**src/rtl/imu_spi_responder_if.sv**
```systemverilog
// -----------------------------------------------------------------------------
// imu_spi_responder_if
//   SPI pin bundle between the IMU-read master and the responder.
//   CS     : chip select, active low (master -> slave)
//   SPC    : SPI clock, idle high, mode 3 (master -> slave)
//   SDI    : master-out data (master -> slave)
//   SDO    : slave-out data (slave -> master)
//   sdo_oe : SDO output enable, high during a read data phase (slave -> master)
// -----------------------------------------------------------------------------
interface imu_spi_responder_if;
  logic CS;
  logic SPC;
  logic SDI;
  logic SDO;
  logic sdo_oe;

  modport master (output CS, output SPC, output SDI, input SDO, input sdo_oe);
  modport slave  (input CS, input SPC, input SDI, output SDO, output sdo_oe);
endinterface

```
**src/rtl/imu_spi_responder.sv**
```systemverilog
// -----------------------------------------------------------------------------
// imu_spi_responder
//   SPI slave (mode 3) fronting a small IMU register map. All SPI pins are
//   oversampled in the clk domain; nothing is clocked by SPC.
//   Optional feature macro: ADDR_AUTOINC_EN (MS bit enables address
//   auto-increment after each data byte; when undefined MS is ignored).
// Ports
//   clk, rst_n    : system clock (>= 8x SPC), asynchronous active-low reset
//   spi (slave)   : CS, SPC, SDI in; SDO, sdo_oe out
//   sample_data   : {Z,Y,X} 16-bit samples, loaded on sample_valid
//   sample_valid  : one-cycle strobe updating the live sample registers
//   ctrl_reg      : current value of register 0x20
//   wr_strobe     : one-cycle pulse after each accepted register write
//   busy          : high while a frame is in progress
// Register map: 0x0F WHO_AM_I, 0x20..0x27 control (RW), 0x28..0x2D shadow
// X_L..Z_H (RO); everything else reads 8'h00. Addresses wrap at 6 bits.
// -----------------------------------------------------------------------------
module imu_spi_responder #(
  parameter logic [7:0] WHO_AM_I = 8'h68,
  parameter int         SYNC_STG = 2
) (
  input  logic                      clk,
  input  logic                      rst_n,
  imu_spi_responder_if.slave        spi,
  input  logic [47:0]               sample_data,
  input  logic                      sample_valid,
  output logic [7:0]                ctrl_reg,
  output logic                      wr_strobe,
  output logic                      busy
);

  typedef enum logic [1:0] {
    IDLE = 2'd0,
    CMD  = 2'd1,
    RD   = 2'd2,
    WR   = 2'd3
  } state_t;

  state_t                state_q, state_d;
  logic [SYNC_STG-1:0]   cs_sync_q, cs_sync_d;
  logic [SYNC_STG-1:0]   spc_sync_q, spc_sync_d;
  logic [SYNC_STG-1:0]   sdi_sync_q, sdi_sync_d;
  logic                  cs_prev_q, cs_prev_d;
  logic                  spc_prev_q, spc_prev_d;
  logic [2:0]            bit_cnt_q, bit_cnt_d;
  logic [5:0]            addr_q, addr_d;
  logic                  ms_q, ms_d;
  logic [7:0]            sh_in_q, sh_in_d;
  logic [7:0]            sh_out_q, sh_out_d;
  logic                  sdo_q, sdo_d;
  logic                  sdo_oe_q, sdo_oe_d;
  logic                  busy_q, busy_d;
  logic                  wr_strobe_q, wr_strobe_d;
  logic [7:0][7:0]       ctrl_q, ctrl_d;
  logic [47:0]           live_q, live_d;
  logic [47:0]           shadow_q, shadow_d;

  logic                  cs_s, spc_s, sdi_s;
  logic                  cs_fall_s, cs_rise_s, spc_rise_s, spc_fall_s;
  logic [7:0]            in_byte_s;
  logic [5:0]            next_addr_s;

  // Register-map read decode; the shadow copy is used so a frame stays coherent.
  function automatic logic [7:0] reg_read(input logic [5:0] a,
                                          input logic [7:0][7:0] ctrl,
                                          input logic [47:0] shadow);
    logic [7:0] r;
    r = 8'h00;
    case (a)
      6'h0F:                             r = WHO_AM_I;
      6'h20, 6'h21, 6'h22, 6'h23,
      6'h24, 6'h25, 6'h26, 6'h27:        r = ctrl[a[2:0]];
      6'h28:                             r = shadow[7:0];
      6'h29:                             r = shadow[15:8];
      6'h2A:                             r = shadow[23:16];
      6'h2B:                             r = shadow[31:24];
      6'h2C:                             r = shadow[39:32];
      6'h2D:                             r = shadow[47:40];
      default:                           r = 8'h00;
    endcase
    return r;
  endfunction

  assign cs_s       = cs_sync_q[SYNC_STG-1];
  assign spc_s      = spc_sync_q[SYNC_STG-1];
  assign sdi_s      = sdi_sync_q[SYNC_STG-1];
  assign cs_fall_s  = cs_prev_q & ~cs_s;
  assign cs_rise_s  = ~cs_prev_q & cs_s;
  assign spc_rise_s = ~spc_prev_q & spc_s;
  assign spc_fall_s = spc_prev_q & ~spc_s;
  // Byte as it stands once the current SPC-rise bit is shifted in.
  assign in_byte_s  = {sh_in_q[6:0], sdi_s};

`ifdef ADDR_AUTOINC_EN
  assign next_addr_s = ms_q ? (addr_q + 6'd1) : addr_q;
`else
  logic unused_ms_s;
  assign unused_ms_s = ms_q;
  assign next_addr_s = addr_q;
`endif

  assign spi.SDO    = sdo_q;
  assign spi.sdo_oe = sdo_oe_q;
  assign ctrl_reg   = ctrl_q[0];
  assign wr_strobe  = wr_strobe_q;
  assign busy       = busy_q;

  // Next-state logic: synchronizers, frame FSM, register file and outputs.
  always_comb begin
    cs_sync_d   = {cs_sync_q[SYNC_STG-2:0], spi.CS};
    spc_sync_d  = {spc_sync_q[SYNC_STG-2:0], spi.SPC};
    sdi_sync_d  = {sdi_sync_q[SYNC_STG-2:0], spi.SDI};
    cs_prev_d   = cs_s;
    spc_prev_d  = spc_s;
    state_d     = state_q;
    bit_cnt_d   = bit_cnt_q;
    addr_d      = addr_q;
    ms_d        = ms_q;
    sh_in_d     = sh_in_q;
    sh_out_d    = sh_out_q;
    sdo_d       = sdo_q;
    busy_d      = ~cs_s;
    wr_strobe_d = 1'b0;
    ctrl_d      = ctrl_q;
    shadow_d    = shadow_q;
    if (sample_valid) begin
      live_d = sample_data;
    end else begin
      live_d = live_q;
    end

    if (cs_rise_s) begin
      // CS deassertion aborts whatever is in flight; partial bytes are lost.
      state_d   = IDLE;
      sdo_d     = 1'b1;
      bit_cnt_d = 3'd0;
    end else begin
      case (state_q)
        IDLE: begin
          if (cs_fall_s) begin
            state_d   = CMD;
            shadow_d  = live_q;
            bit_cnt_d = 3'd0;
          end else begin
            state_d = IDLE;
          end
        end
        CMD: begin
          if (spc_rise_s) begin
            sh_in_d   = in_byte_s;
            bit_cnt_d = bit_cnt_q + 3'd1;
            if (bit_cnt_q == 3'd7) begin
              addr_d = in_byte_s[5:0];
              ms_d   = in_byte_s[6];
              if (in_byte_s[7]) begin
                state_d  = RD;
                sh_out_d = reg_read(in_byte_s[5:0], ctrl_q, shadow_q);
              end else begin
                state_d = WR;
              end
            end else begin
              state_d = CMD;
            end
          end else begin
            state_d = CMD;
          end
        end
        RD: begin
          if (spc_fall_s) begin
            sdo_d     = sh_out_q[7];
            sh_out_d  = {sh_out_q[6:0], 1'b0};
            bit_cnt_d = bit_cnt_q + 3'd1;
            // Last bit of the byte is on the wire: preload the following byte.
            if (bit_cnt_q == 3'd7) begin
              addr_d   = next_addr_s;
              sh_out_d = reg_read(next_addr_s, ctrl_q, shadow_q);
            end else begin
              addr_d = addr_q;
            end
          end else begin
            sdo_d = sdo_q;
          end
        end
        WR: begin
          if (spc_rise_s) begin
            sh_in_d   = in_byte_s;
            bit_cnt_d = bit_cnt_q + 3'd1;
            if (bit_cnt_q == 3'd7) begin
              // Only the control block 0x20..0x27 is writable.
              if (addr_q[5:3] == 3'b100) begin
                ctrl_d[addr_q[2:0]] = in_byte_s;
                wr_strobe_d         = 1'b1;
              end else begin
                wr_strobe_d = 1'b0;
              end
              addr_d = next_addr_s;
            end else begin
              addr_d = addr_q;
            end
          end else begin
            sh_in_d = sh_in_q;
          end
        end
        default: begin
          state_d = IDLE;
          sdo_d   = 1'b1;
        end
      endcase
    end
    sdo_oe_d = (state_d == RD);
  end

  // State and output registers with asynchronous reset.
  always_ff @(posedge clk or negedge rst_n) begin
    if (!rst_n) begin
      cs_sync_q   <= {SYNC_STG{1'b1}};
      spc_sync_q  <= {SYNC_STG{1'b1}};
      sdi_sync_q  <= {SYNC_STG{1'b0}};
      cs_prev_q   <= 1'b1;
      spc_prev_q  <= 1'b1;
      state_q     <= IDLE;
      bit_cnt_q   <= 3'd0;
      addr_q      <= 6'd0;
      ms_q        <= 1'b0;
      sh_in_q     <= 8'h00;
      sh_out_q    <= 8'h00;
      sdo_q       <= 1'b1;
      sdo_oe_q    <= 1'b0;
      busy_q      <= 1'b0;
      wr_strobe_q <= 1'b0;
      ctrl_q      <= 64'h0;
      live_q      <= 48'h0;
      shadow_q    <= 48'h0;
    end else begin
      cs_sync_q   <= cs_sync_d;
      spc_sync_q  <= spc_sync_d;
      sdi_sync_q  <= sdi_sync_d;
      cs_prev_q   <= cs_prev_d;
      spc_prev_q  <= spc_prev_d;
      state_q     <= state_d;
      bit_cnt_q   <= bit_cnt_d;
      addr_q      <= addr_d;
      ms_q        <= ms_d;
      sh_in_q     <= sh_in_d;
      sh_out_q    <= sh_out_d;
      sdo_q       <= sdo_d;
      sdo_oe_q    <= sdo_oe_d;
      busy_q      <= busy_d;
      wr_strobe_q <= wr_strobe_d;
      ctrl_q      <= ctrl_d;
      live_q      <= live_d;
      shadow_q    <= shadow_d;
    end
  end

endmodule

```
**src/flat_wrapper.sv**
```systemverilog
// flat-port wrapper written by rule: the top's interface ports become plain ports
module imu_spi_responder_flat 
#(
  parameter logic [7:0] WHO_AM_I = 8'h68,
  parameter int         SYNC_STG = 2
)
  (clk, rst_n, sample_data, sample_valid, ctrl_reg, wr_strobe, busy, spi_CS, spi_SPC, spi_SDI, spi_SDO, spi_sdo_oe);
  imu_spi_responder_if spi_i ();
  input  logic clk;
  input  logic rst_n;
  input  logic [47:0] sample_data;
  input  logic sample_valid;
  output logic [7:0] ctrl_reg;
  output logic wr_strobe;
  output logic busy;
  input wire logic [$bits(spi_i.CS)-1:0] spi_CS;
  input wire logic [$bits(spi_i.SPC)-1:0] spi_SPC;
  input wire logic [$bits(spi_i.SDI)-1:0] spi_SDI;
  output wire logic [$bits(spi_i.SDO)-1:0] spi_SDO;
  output wire logic [$bits(spi_i.sdo_oe)-1:0] spi_sdo_oe;
  assign spi_i.CS = spi_CS;
  assign spi_i.SPC = spi_SPC;
  assign spi_i.SDI = spi_SDI;
  assign spi_SDO = spi_i.SDO;
  assign spi_sdo_oe = spi_i.sdo_oe;
  imu_spi_responder #(.WHO_AM_I(WHO_AM_I), .SYNC_STG(SYNC_STG)) u_core (.clk(clk), .rst_n(rst_n), .spi(spi_i), .sample_data(sample_data), .sample_valid(sample_valid), .ctrl_reg(ctrl_reg), .wr_strobe(wr_strobe), .busy(busy));
endmodule
```
**config.mk**
```make
export PLATFORM = sky130hd
export DESIGN_NAME = imu_spi_responder_flat
export DESIGN_NICKNAME = d
export VERILOG_FILES = /design/src/rtl/imu_spi_responder_if.sv /design/src/rtl/imu_spi_responder.sv /design/src/flat_wrapper.sv
export SDC_FILE = /design/constraint.sdc
export NUM_CORES = 1
export LEC_CHECK = 0
export CAP_MARGIN = 0
export CORE_MARGIN = 1.5
export CORE_UTILIZATION = 59
export CTS_BUF_LIST = sky130_fd_sc_hd__clkbuf_4 sky130_fd_sc_hd__clkbuf_8 sky130_fd_sc_hd__clkbuf_16
export CTS_CLUSTER_SIZE = 10
export DETAILED_ROUTE_END_ITERATION = 10
export GPL_TIMING_DRIVEN = 0
export PLACE_DENSITY = 0.91
export SLEW_MARGIN = 10
export SYNTH_ARGS = -nofsm -noshare
export SYNTH_HDL_FRONTEND = slang
export SYNTH_SLANG_ARGS = --single-unit
```
**constraint.sdc**
```tcl
create_clock -name clk -period 2.8 [get_ports clk]
set_input_delay 0.56 -clock clk [delete_from_list [all_inputs] [get_ports clk]]
set_output_delay 0.56 -clock clk [all_outputs]
set_load 0.05 [all_outputs]
```
### Word level (Yosys, flattened, before mapping)

Index checks and enable logic that the tools add are counted.

* word-level logic and storage cells: 129
* input bits: 54
* register bits after elaboration: 198
* output and inout bits: 12

* bitwise operators: 9
* $add $sub $neg: 1
* eq/ne operators: 43
* order comparisons: 3
* reductions and logical operators: 15
* mux-type cells: 34

Operator list (count)
* $eq 6x6->1 const B: 28
* $pmux 8 s8: 2
* $bwmux 64: 1
* $mux 8: 8
* $bmux 8 s3: 2
* $demux 8 s3: 1
* $pmux 8 s2: 1
* $reduce_or 8->1: 2
* $eq 6x4->1 const B: 2
* $mux 3: 4
* $mux 1: 10
* $ne 3x1->1 const B: 3
* $pmux 3 s3: 1
* $reduce_and 3->1: 3
* $lt 3x4->1 const B: 2
* $ne 2x1->1 const B: 4
* $eq 2x2->1 const B: 3
* $eq 3x3->1 const B: 2
* $mux 2: 3
* $reduce_and 6->1: 1
* $reduce_bool 2->1: 3
* $not 1->1: 5
* $reduce_and 5->1: 1
* $and 1x1->1: 4
* other kinds (9): 9

### Logic depth before layout (Yosys ltp)

Gate-level depths: netlist of run 1.

* depth in word-level cells: 7
* gate-level depth with buffers: 8
* mapped depth without buffers: 7

### Worst setup path before layout of run 1

No wires, ideal clock.

* path kind: reg2reg
* from: register u_core.state_q[0]
* to: register u_core.shadow_q[38]
* buffers on the path: 3
* stages on the path, launching flop included: 8
* setup time: 125 ps
* required time: 2675 ps
* clock period less this slack: 1947 ps
* arrival time: 1823 ps
* setup slack: 853 ps
* cell sequence: dfrtp_1 > inv_1 > ha_1 > clkbuf_1 > nand3_1 > buf_2 > buf_1 > mux2_2

* word-level cells in the longest chain between the ends: 2

Ends and longest elaborated chain
* from (decl): line imu_spi_responder.sv:39 `state_t state_q, state_d;`
* from (signal assigned): line imu_spi_responder.sv:240 `state_q <= state_d;`
* $logic_not 2->1: line imu_spi_responder.sv:138 `case (state_q)`
* $reduce_and 3->1 (no source line)
* to (signal assigned): line imu_spi_responder.sv:252 `shadow_q <= shadow_d;`
* to (decl): line imu_spi_responder.sv:56 `logic [47:0] shadow_q, shadow_d;`

Every way passes these cells.
A chain may end at the register's enable or synchronous reset.

### Final worst setup path of run 1

* from: register u_core.sh_in_q[0]
* to: register u_core.sh_out_q[5]

* word-level cells in the longest chain between the ends: 7
* elaborated cells between the ends (all ways): 23
* those cells by class: 15 x eq/ne; 7 x mux; 1 x reduce/logical

Ends and longest elaborated chain
* from (decl): line imu_spi_responder.sv:48 `logic [7:0] sh_in_q, sh_in_d;`
* from (signal assigned): line imu_spi_responder.sv:244 `sh_in_q <= sh_in_d;`
* $eq 6x6->1 or $bmux 8 s3 (tied branches): line imu_spi_responder.sv:69, imu_spi_responder.sv:72
* $reduce_or 8->1 or $mux 8 (tied branches): line imu_spi_responder.sv:69, imu_spi_responder.sv:72
* $pmux 8 s8 *: line imu_spi_responder.sv:69 `case (a)`
* $mux 8 *: line imu_spi_responder.sv:155 `if (in_byte_s[7]) begin`
* $mux 8 *: line imu_spi_responder.sv:152 `if (bit_cnt_q == 3'd7) begin`
* $mux 8 *: line imu_spi_responder.sv:149 `if (spc_rise_s) begin`
* $pmux 8 s2 *: line imu_spi_responder.sv:138
* to (signal assigned): line imu_spi_responder.sv:245 `sh_out_q <= sh_out_d;`
* to (decl): line imu_spi_responder.sv:49 `logic [7:0] sh_out_q, sh_out_d;`

Mark *: on every way between the ends. The rest lies on a longest branch, timed or not. The select of a mux whose other input is x is not followed.

==> results of run 1 <==
-- area by class of cell --
type	instances	area share [%]
Clock buffer	17	3.73
Sequential cell	198	43.5
Inverter	7	0.230
Tap cell	220	2.41
Clock inverter	15	1.80
Multi-Input combinational cell	466	39.5
Timing Repair Buffer	65	5.90
Buffer	64	2.93
-- kinds of logic (layout without fill, tap and decap cells) --
logic type,after synthesis,count (layout),share of synthesized area [%]
AO/OA/AOI/OAI,96,96,6.96
adder cells (fa/ha/maj),6,6,0.763
buffers and inverters,71,168,3.66
flip-flops,198,198,50.5
multiplexers,253,253,31.5
AND/OR/NAND/NOR,111,111,6.70
-- report_power, final --
part | total, mW | leakage, nW | switching, mW | internal (mW)
Sequential | 3.55 | 2.51 | 0.336 | 3.21
Combinational | 1.56 | 2.04 | 0.872 | 0.690
Clock | 2.55 | 0.305 | 1.24 | 1.31
-- cell usage after synthesis (3+ instances only) --
library cell | count | area share [%]
a22oi_1 | 11 | 0.84
o211ai_1 | 3 | 0.23
a211oi_1 | 8 | 0.61
nor2_1 | 10 | 0.38
mux2_2 | 178 | 20
a31oi_1 | 3 | 0.19
mux4_1 | 4 | 1.1
a21oi_1 | 17 | 0.86
dfstp_2 | 7 | 1.9
nand2b_1 | 3 | 0.19
mux2i_1 | 49 | 5.0
inv_1 | 7 | 0.27
nor4_1 | 3 | 0.19
ha_1 | 6 | 0.76
or3_1 | 3 | 0.19
o21ai_0 | 17 | 0.86
buf_6 | 4 | 0.46
buf_1 | 10 | 0.38
nand3_1 | 14 | 0.71
and2_1 | 3 | 0.19
nand3b_1 | 13 | 0.99
o2111ai_1 | 6 | 0.53
buf_2 | 15 | 0.76
dfrtp_1 | 191 | 49
nor2b_1 | 10 | 0.64
nor3_1 | 4 | 0.20
buf_4 | 12 | 0.92
o2bb2ai_1 | 11 | 0.98
a221o_1 | 7 | 0.71
mux4_2 | 22 | 5.0
nand2_1 | 29 | 1.1
clkbuf_1 | 23 | 0.88
-- stage by stage --
step           worst slack (ns)  hold slack, ns
2_1_floorplan             0.853           0.264
3_3_place_gp              -6.87           0.333
3_5_place_dp              0.262           0.337
4_1_cts                   0.202           0.136
5_1_grt                  0.0337           0.157
6_report                 0.0828           0.101
-- critical path, stage by stage, from the launching register on --
cell      delay (ns)
dfrtp_1         0.34
buf_2           0.24
clkbuf_1        0.60
mux4_2          0.45
o211ai_1        0.41
nand4_1         0.21
a221o_1         0.35
-- path summary, 6_finish.rpt --
kind                       slack [ns]              endpoint  depth (start not counted)                  from
min                              0.10     u_core.live_q[27]                          1                 rst_n
max in group asynchronous        1.74      u_core.ctrl_q[8]                          2                 rst_n
max                              0.08    u_core.sh_out_q[5]                          6     u_core.sh_in_q[0]
min in group clk                 0.35  u_core.sdi_sync_q[1]                          0  u_core.sdi_sync_q[0]
min reg2reg                      0.35  u_core.sdi_sync_q[1]                          0  u_core.sdi_sync_q[0]
max reg2reg                      0.08    u_core.sh_out_q[5]                          6     u_core.sh_in_q[0]
-- per-layer routing --
metal	track usage (%)	routed length (um)
met1	40.0	10200
met2	46.6	11700
met3	8.34	2300
met4	13.3	1050
met5	0	0
-- placed cells by master, fill, tap and decap left out, types with 4 or more instances in the layout --
cell             count
dfrtp_1            191
clkbuf_1            23
mux2i_1             49
mux2_2             178
dfstp_2              7
nor2b_1             10
a22oi_1             11
buf_2               15
nor2_1              10
buf_4               12
nand3b_1            13
nor3_1               4
buf_1               10
a211oi_1             8
clkinv_8             5
o2bb2ai_1           11
o2111ai_1            6
buf_6                4
o21ai_0             17
mux4_1               4
inv_1                7
clkbuf_16           17
mux4_2              22
nand2_1             29
nand3_1             14
a221o_1              7
clkdlybuf4s50_1     63
ha_1                 6
a21oi_1             17
==> summary.txt, run 1 <==
Status
  – Outcome: complete, no violations

Final layout
  – Final net count: 879
  – Share of post-route cells with drive strength above 1: 33.5%
  – Ant diodes: 0
  – Final instance area: 11,400 um2
  – Register Area: 4960 um2
  – Top reg by flops: u_core.ctrl_q
  – Largest registers: u_core.ctrl_q (56), u_core.live_q (48), u_core.shadow_q (48)
  – Area grow syn2layout: 16.0%
  – Footprint of the multi-input gates: 4510 um2
  – Max reg flops: 56
  – Post-layout util: 69.6%
  – Post-route insts no fill: 1,052
  – # fillers: 1,112

CTS
  – Clock Tree Root: clkbuf_16
  – Clock Path Buffers: 2
  – Clock transition at path regs: 0.08 ns
  – Htree depth: 4
  – Clk_lat worst skew: 0.44 ns
  – Post-CTS setup repair buffer count: 0
  – CTS tree: yes
  – Hold buffers post-CTS: 0
  – CTS buffer count: 17
  – CTS-repair resized insts: 0
  – Clock sinks: 198

Synth
  – Cell variety after synth: 57
  – EDFF count, synth: 0
  – Post-synth top flop: dfrtp_1
  – Post-synth ARST share: 100%
  – Synthesized flop and latch total: 198
  – Register area share after synthesis: 50.5%
  – Mapped Nets: 795
  – Synthesized area: 9840 um2
  – Post-Synthesis Cells: 735
  – Synthesis Warnings: 0
  – Syn avg cell area: 13.4 um2

Timing
  – Actual slew at the worst max-slew pin: 1.13 ns
  – Final min period: 2.72 ns
  – Final max-slew violation count: 0
  – Fmax: 368 MHz
  – Total Negative Setup Slacks: 0 ns
  – Final Skew: 0.0106 ns
  – Final hold violation count: 0
  – Final Cycle Share: 97.0%
  – Setup-failing EPs final: 0
  – Rel. slew slack: 24.7%
  – Unrepaired setup endpoints after global routing: false

Floorplan
  – Starting density of the core: 60.0%
  – Chip width: 132 um
  – Total core area: 16,400 um2
  – Top Ports: 66
  – Rows: 47
  – Die Ht: 132 um
  – Die area: 17,500 um2

Routing
  – Drt pass-1 iters: 5
  – Routed Antenna Nets: 0
  – Via Count: 6,843
  – DRC: 0
  – Number of vias per cell: 6.50
  – Final WL: 25.3 mm
  – Routed len/inst: 24.0 um
  – Starting DRT DRC Count: 707

Global route
  – Vias in the first global route: 7,216
  – Initial antenna violation count: 0
  – Largest net degree at the start of global routing: 112
  – GRT overflow: 0
  – Global-route wire length before repair: 39.8 mm
  – GRT Total Usage: 30.1%

Power and ir drop
  – Power Density: 671 nW/um2
  – Leakage: 4.86 nW
  – Power, Total: 7.66 mW
  – Peak VDD IR: 0.529 mV

Place
  – Buffers added on ports: 64
  – Dpl cells: 1,020
  – GPL Wtd Cong: 0.973
  – HPWL after DPL: 17.4 mm
  – DP Area: 10,800 um2

Min path
  – Tightest Hold Check Type: in2async

Flow run
  – Max-Cap Viols: 0

Worst setup path
  – Crit path kind: reg2reg
  – Crit Path Max Fanout: 10
  – CP startpoint kind: register
  – CP Data Arrival Time: 3.04 ns
  – Critical Path RT: 3.12 ns
  – Setup crit end kind: register
(Power assumes the default switching activity.)
==> inputs of run 2 (changes only) <==
--- a/config.mk
+++ b/config.mk
@@ -17,3 +17,4 @@
 export SYNTH_ARGS = -nofsm -noshare
 export SYNTH_HDL_FRONTEND = slang
 export SYNTH_SLANG_ARGS = --single-unit
+export TNS_END_PERCENT = 5
==> results of run 2 <==
Final layout, timing and power as in run 1 (identical DEF).
